**config.mk**
```make
export PLATFORM = sky130hd
export DESIGN_NAME = mtr_drv_flat
export DESIGN_NICKNAME = d
export VERILOG_FILES = /design/src/rtl/mtr_drv_if.sv /design/src/rtl/mtr_drv.sv /design/src/flat_wrapper.sv
export SDC_FILE = /design/constraint.sdc
export NUM_CORES = 1
export LEC_CHECK = 0
export CAP_MARGIN = 15
export CELL_PAD_IN_SITES_DETAIL_PLACEMENT = 0
export CELL_PAD_IN_SITES_GLOBAL_PLACEMENT = 1
export CORE_MARGIN = 2
export CORE_UTILIZATION = 44
export CTS_BUF_LIST = sky130_fd_sc_hd__clkbuf_8
export DETAILED_ROUTE_END_ITERATION = 12
export PLACE_DENSITY = 0.82
export SETUP_SLACK_MARGIN = 0.05
export SYNTH_ARGS = -nofsm -noshare
export SYNTH_HDL_FRONTEND = slang
export SYNTH_SLANG_ARGS = --single-unit
```
**constraint.sdc**
```tcl
create_clock -name clk -period 2.1 [get_ports clk]
set_clock_uncertainty 0.1 [all_clocks]
set_input_delay 0.525 -clock clk [delete_from_list [all_inputs] [get_ports clk]]
set_output_delay 0.525 -clock clk [all_outputs]
set_load 0.05 [all_outputs]
```
**src/rtl/mtr_drv_if.sv**
```systemverilog
// mtr_drv_if: command and PWM bundle between the motor-drive stage and its
// upstream controller. The master side drives enable/speed commands and
// observes the H-bridge legs; the slave side is the drive stage itself.
interface mtr_drv_if;
    logic               en;
    logic signed [10:0] lft_spd;
    logic signed [10:0] rght_spd;
    logic               lft_pwm1;
    logic               lft_pwm2;
    logic               rght_pwm1;
    logic               rght_pwm2;
    logic               pwm_synch;

    modport master (
        output en, lft_spd, rght_spd,
        input  lft_pwm1, lft_pwm2, rght_pwm1, rght_pwm2, pwm_synch
    );

    modport slave (
        input  en, lft_spd, rght_spd,
        output lft_pwm1, lft_pwm2, rght_pwm1, rght_pwm2, pwm_synch
    );
endinterface

```
**src/rtl/mtr_drv.sv**
```systemverilog
// mtr_drv: dual H-bridge PWM stage with dead-time, per-period double-buffered
// duty and a period-start strobe for current sampling.
// Optional feature: define SLEW_LIMIT_EN to bound the per-period duty change
// to MAX_STEP; without it the duty jumps straight to the commanded target.
module mtr_drv #(
    parameter logic [10:0] NONOVERLAP = 11'h040
`ifdef SLEW_LIMIT_EN
    ,
    parameter logic [10:0] MAX_STEP   = 11'd32
`endif
) (
    input  logic      clk,
    input  logic      rst,
    mtr_drv_if.slave  bus
);

    localparam logic [10:0] DUTY_MID = 11'd1024;
    localparam logic [10:0] CNT_LAST = 11'h7FF;

    logic [10:0] cnt_q, cnt_d;
    logic [10:0] lft_duty_q, lft_duty_d;
    logic [10:0] rght_duty_q, rght_duty_d;
    logic        lft_pwm1_q, lft_pwm1_d;
    logic        lft_pwm2_q, lft_pwm2_d;
    logic        rght_pwm1_q, rght_pwm1_d;
    logic        rght_pwm2_q, rght_pwm2_d;
    logic        pwm_synch_q, pwm_synch_d;

    logic [10:0] lft_tgt, rght_tgt;
    logic [10:0] lft_load, rght_load;

`ifdef SLEW_LIMIT_EN
    // Move duty toward tgt by at most MAX_STEP; lands exactly on tgt when close.
    function automatic logic [10:0] slew(input logic [10:0] duty, input logic [10:0] tgt);
        logic signed [11:0] diff;
        logic signed [11:0] lim;
        logic signed [11:0] step;
        diff = $signed({1'b0, tgt}) - $signed({1'b0, duty});
        lim  = $signed({1'b0, MAX_STEP});
        if (diff > lim)
            step = lim;
        else if (diff < -lim)
            step = -lim;
        else
            step = diff;
        return 11'($signed({1'b0, duty}) + step);
    endfunction
`endif

    // Offset-binary target (spd + 1024) and the duty value to load at the boundary.
    always_comb begin
        lft_tgt  = {~bus.lft_spd[10], bus.lft_spd[9:0]};
        rght_tgt = {~bus.rght_spd[10], bus.rght_spd[9:0]};
`ifdef SLEW_LIMIT_EN
        lft_load  = slew(lft_duty_q, lft_tgt);
        rght_load = slew(rght_duty_q, rght_tgt);
`else
        lft_load  = lft_tgt;
        rght_load = rght_tgt;
`endif
    end

    // Free-running period counter and duty double-buffer; coast forces mid duty.
    always_comb begin
        cnt_d       = cnt_q + 11'd1;
        lft_duty_d  = lft_duty_q;
        rght_duty_d = rght_duty_q;
        if (!bus.en) begin
            lft_duty_d  = DUTY_MID;
            rght_duty_d = DUTY_MID;
        end else if (cnt_q == CNT_LAST) begin
            lft_duty_d  = lft_load;
            rght_duty_d = rght_load;
        end
    end

    // Leg compares with dead-time on both edges; pwm2 compare is 12-bit so it never wraps.
    always_comb begin
        lft_pwm1_d  = bus.en && (cnt_q >= NONOVERLAP) && (cnt_q < lft_duty_q);
        lft_pwm2_d  = bus.en && ({1'b0, cnt_q} >= ({1'b0, lft_duty_q} + {1'b0, NONOVERLAP}));
        rght_pwm1_d = bus.en && (cnt_q >= NONOVERLAP) && (cnt_q < rght_duty_q);
        rght_pwm2_d = bus.en && ({1'b0, cnt_q} >= ({1'b0, rght_duty_q} + {1'b0, NONOVERLAP}));
        pwm_synch_d = (cnt_q == CNT_LAST);
    end

    // State and output registers.
    always_ff @(posedge clk or posedge rst) begin
        if (rst) begin
            cnt_q       <= '0;
            lft_duty_q  <= DUTY_MID;
            rght_duty_q <= DUTY_MID;
            lft_pwm1_q  <= 1'b0;
            lft_pwm2_q  <= 1'b0;
            rght_pwm1_q <= 1'b0;
            rght_pwm2_q <= 1'b0;
            pwm_synch_q <= 1'b0;
        end else begin
            cnt_q       <= cnt_d;
            lft_duty_q  <= lft_duty_d;
            rght_duty_q <= rght_duty_d;
            lft_pwm1_q  <= lft_pwm1_d;
            lft_pwm2_q  <= lft_pwm2_d;
            rght_pwm1_q <= rght_pwm1_d;
            rght_pwm2_q <= rght_pwm2_d;
            pwm_synch_q <= pwm_synch_d;
        end
    end

    assign bus.lft_pwm1  = lft_pwm1_q;
    assign bus.lft_pwm2  = lft_pwm2_q;
    assign bus.rght_pwm1 = rght_pwm1_q;
    assign bus.rght_pwm2 = rght_pwm2_q;
    assign bus.pwm_synch = pwm_synch_q;

endmodule

```
**src/flat_wrapper.sv**
```systemverilog
// flat-port wrapper written by rule: the top's interface ports become plain ports
module mtr_drv_flat 
#(
    parameter logic [10:0] NONOVERLAP = 11'h040

)
  (clk, rst, bus_en, bus_lft_spd, bus_rght_spd, bus_lft_pwm1, bus_lft_pwm2, bus_rght_pwm1, bus_rght_pwm2, bus_pwm_synch);
  mtr_drv_if bus_i ();
  input  logic clk;
  input  logic rst;
  input wire logic [$bits(bus_i.en)-1:0] bus_en;
  input wire logic [$bits(bus_i.lft_spd)-1:0] bus_lft_spd;
  input wire logic [$bits(bus_i.rght_spd)-1:0] bus_rght_spd;
  output wire logic [$bits(bus_i.lft_pwm1)-1:0] bus_lft_pwm1;
  output wire logic [$bits(bus_i.lft_pwm2)-1:0] bus_lft_pwm2;
  output wire logic [$bits(bus_i.rght_pwm1)-1:0] bus_rght_pwm1;
  output wire logic [$bits(bus_i.rght_pwm2)-1:0] bus_rght_pwm2;
  output wire logic [$bits(bus_i.pwm_synch)-1:0] bus_pwm_synch;
  assign bus_i.en = bus_en;
  assign bus_i.lft_spd = bus_lft_spd;
  assign bus_i.rght_spd = bus_rght_spd;
  assign bus_lft_pwm1 = bus_i.lft_pwm1;
  assign bus_lft_pwm2 = bus_i.lft_pwm2;
  assign bus_rght_pwm1 = bus_i.rght_pwm1;
  assign bus_rght_pwm2 = bus_i.rght_pwm2;
  assign bus_pwm_synch = bus_i.pwm_synch;
  mtr_drv #(.NONOVERLAP(NONOVERLAP)) u_core (.clk(clk), .rst(rst), .bus(bus_i));
endmodule
```
==> impl_metrics.csv <==
group,metric,value,unit
detailed_routing,routed-wl-met3,120,um
timing,tns,0,ps
synth,synth_top_area_frac,0.368,
cts,cts.clk_slew.worst_paths,80,ps
finish,synthToLayoutAreaGrowth,22.6,%
synth,netlist.top_cell.by_area,"dfrtp_1",
timing,period_share,0.930,
die,die_area,6180,um2
timing,postLayoutSetupSlackWorst,147,ps
setup_path,rr_worst_depth,8,
placed_design,io_buffers,29,
detailed_routing,top_layer,"met4",
finish,drive_gt1_frac,0.121,
cts,ctsHoldBuffers,0,
pwr,internal-power,1040,uW
die,io_pins,30,
pwr,clock_power_share,0.390,
setup_path,rrSetupSlack,150,ps
die,die_h,78.6,um
status,status,"complete, no violations",
global_routing,overflow,0,
timing,worstMarginPinSlew,413,ps
setup_path,rr_startpoint,"u_core.lft_duty_q[7]",
setup_path,r2r_end,"u_core.bus.lft_pwm2",
detailed_routing,post_drt_wl_per_cell,12.9,um
cts,clk_latency,290,ps
synth,ys_types,36,
cts,htree_levels,2,
setup_path,crit_start,"u_core.lft_duty_q[7]",
synth,ys_async_sr_fraction,1.00,
timing,hold_viol_final,0,
detailed_routing,ant_nets,0,
job,cap_violations,0,
detailed_routing,wl_met1,2.32,mm
cts,cts_sinks,38,
timing,setup_violations,0,
die,rows,27,
setup_path,worst-path-max-fanout,4,
detailed_routing,routed-wl-met2,2.38,mm
synth,post_synth_inst_count,266,
pwr,leakage,0.00142,uW
timing,slew_headroom,0.724,
synth,synth_common_cells,"dfrtp_1, ha_1, nand3_1",
die,core-area,5440,um2
pwr,p_sw,292,uW
detailed_routing,vias_per_cell,5.13,
synth,synth_top_flop_cell,"dfrtp_1",
setup_path,critPathArrivalTime,2030,ps
cts,numCtsBuffers,5,
synth,ys_seq_area_frac,0.389,
finish,n_antenna_cell,0,
setup_path,worstSetupPathType,"reg2reg",
setup_path,worstPathRequired,2170,ps
timing,timing.final.max_slew_violations,0,
placed_design,globalplace.congestion,0.792,
global_routing,grt_max_degree,39,
global_routing,grt_pass1_vias,1851,
timing,holdWs,424,ps
worst_hold_path,hp-class,"reg2reg",
setup_path,end_kind,"register",
finish,layout.cells.non_filler,379,
synth,ys_seq_elements,38,
die,initial_core_util,0.451,
finish,fin_util,0.552,
pwr,switching_share,0.219,
detailed_routing,drt_iter0_markers,70,
synth,synth_edf_count,0,
pwr,ir_drop,0.293,mV
synth,synthesis.area,2450,um2
timing,period_needed,1950,ps
pwr,p_seq_frac,0.550,
detailed_routing,vias,1946,
finish,nNetsFinal,367,
die,fp.dieW,78.6,um
global_routing,grt_pass1_wl,8.36,mm
synth,avgSynthCellArea,9.21,um2
global_routing,antenna_found_initial,0,
global_routing,track_usage,0.173,
placed_design,place_ws,130,ps
timing,rsz0062_at_grt,"yes",
cts,clock_path_buffers,2,
placed_design,dp_hpwl,3.65,mm
timing,timing.fmax,512,MHz
placed_design,placedCellCount,369,
cts,cts_tree,"built",
setup_path,crit_path_end,"u_core.bus.lft_pwm2",
detailed_routing,drc,0,
detailed_routing,dr.pass1.iters,4,
detailed_routing,routed_wl,4.89,mm
setup_path,critPathLaunchType,"register",
synth,syn-num-nets,327,
pwr,pwr-share-comb,0.060,
cts,cts_root_buf,"clkbuf_8",
synth,synth.area.top_cells,"dfrtp_1, ha_1, nand3_1",
synth,yosysWarnings,0,
pwr,power_density,443,nW/um2
[critical path, stage by stage, from the launching register on]
cell      delay [ps]
dfrtp_1          400
ha_2             220
nand3_2           90
xnor2_2          150
ha_1             330
a21oi_2          180
nor2b_2          160
o311a_1          180
a211oi_2          40
[registers in the layout (all words and copies together), names as in the netlist]
name / cells
u_core.cnt_q: 11
u_core.bus.pwm_synch: 1
u_core.bus.rght_pwm2: 1
u_core.bus.rght_pwm1: 1
u_core.rght_duty_q: 11
u_core.bus.lft_pwm2: 1
u_core.lft_duty_q: 11
u_core.bus.lft_pwm1: 1
[layout by cell type, fill, tap and decap left out, types with 3 or more instances in the layout]
master,synthesis,routed
nand2_1,29,29
ha_1,36,35
clkbuf_8,0,6
nand4_1,3,3
o21ai_0,24,24
nand3_1,32,31
inv_1,30,31
dfrtp_1,36,36
clkdlybuf4s50_1,0,24
xnor2_1,13,12
a21oi_1,9,7
buf_4,1,17
nor2_1,5,5
a21o_1,7,7
o21ai_1,4,4
[power by group through the flow]
stage / Clock (uW) / Combinational [uW] / Sequential, uW
5_1_grt: 575 / 88.5 / 731
3_5_place_dp: 0 / 81.4 / 746
4_1_cts: 540 / 81.5 / 731
2_1_floorplan: 0 / 23.0 / 746
6_report: 518 / 79.9 / 731
3_3_place_gp: 0 / 81.1 / 746
[cell families after synthesis]
kind of cell	synth area share
AO/OA/AOI/OAI	0.141
XOR/XNOR	0.0536
adder cells (fa/ha/maj)	0.184
buffers and inverters	0.0679
flip-flops	0.389
AND/OR/NAND/NOR	0.165
[through the flow]
stage / cell area, um2 / power, uW
after floorplan: 2450 / 769
after global placement: 2860 / 827
after detailed placement: 2860 / 827
after CTS: 2950 / 1350
after global routing: 3000 / 1390
final: 3000 / 1330
[final cells by class]
type                            instances  area, um2
Timing Repair Buffer                   42        388
Multi-Input combinational cell        189       1370
Fill cell                             523       2430
Inverter                               30        113
Tap cell                               72       90.1
Sequential cell                        38        953
Clock buffer                            6       82.6
Clock inverter                          2       8.76
[routing by layer]
| layer | vias to the layer above | global-route usage |
|---|---|---|
| met3 | 5 | 0.0345 |
| met2 | 20 | 0.285 |
| met4 | 0 | 0.0632 |
| met5 | - | 0 |
| met1 | 919 | 0.225 |
| li1 | 1002 | - |
[worst min path at each step]
stage                                from                     to  slack [ps]  cells after the start
global route        u_core.rght_duty_q[3]  u_core.rght_duty_q[3]         440                      2
global placement    u_core.rght_duty_q[3]  u_core.rght_duty_q[3]         410                      2
finish              u_core.rght_duty_q[3]  u_core.rght_duty_q[3]         420                      2
detailed placement  u_core.rght_duty_q[3]  u_core.rght_duty_q[3]         420                      2
CTS                 u_core.rght_duty_q[3]  u_core.rght_duty_q[3]         430                      2
floorplan           u_core.rght_duty_q[3]  u_core.rght_duty_q[3]         390                      2
[timing repair]
| action | 4_1_cts | 5_1_grt |
|---|---|---|
| endpoints found under the setup margin | 0 | 4 |
| resized for setup | 0 | 10 |
| buffers inserted | 0 | 2 |
Note: power is estimated with default switching activity, not from simulation.
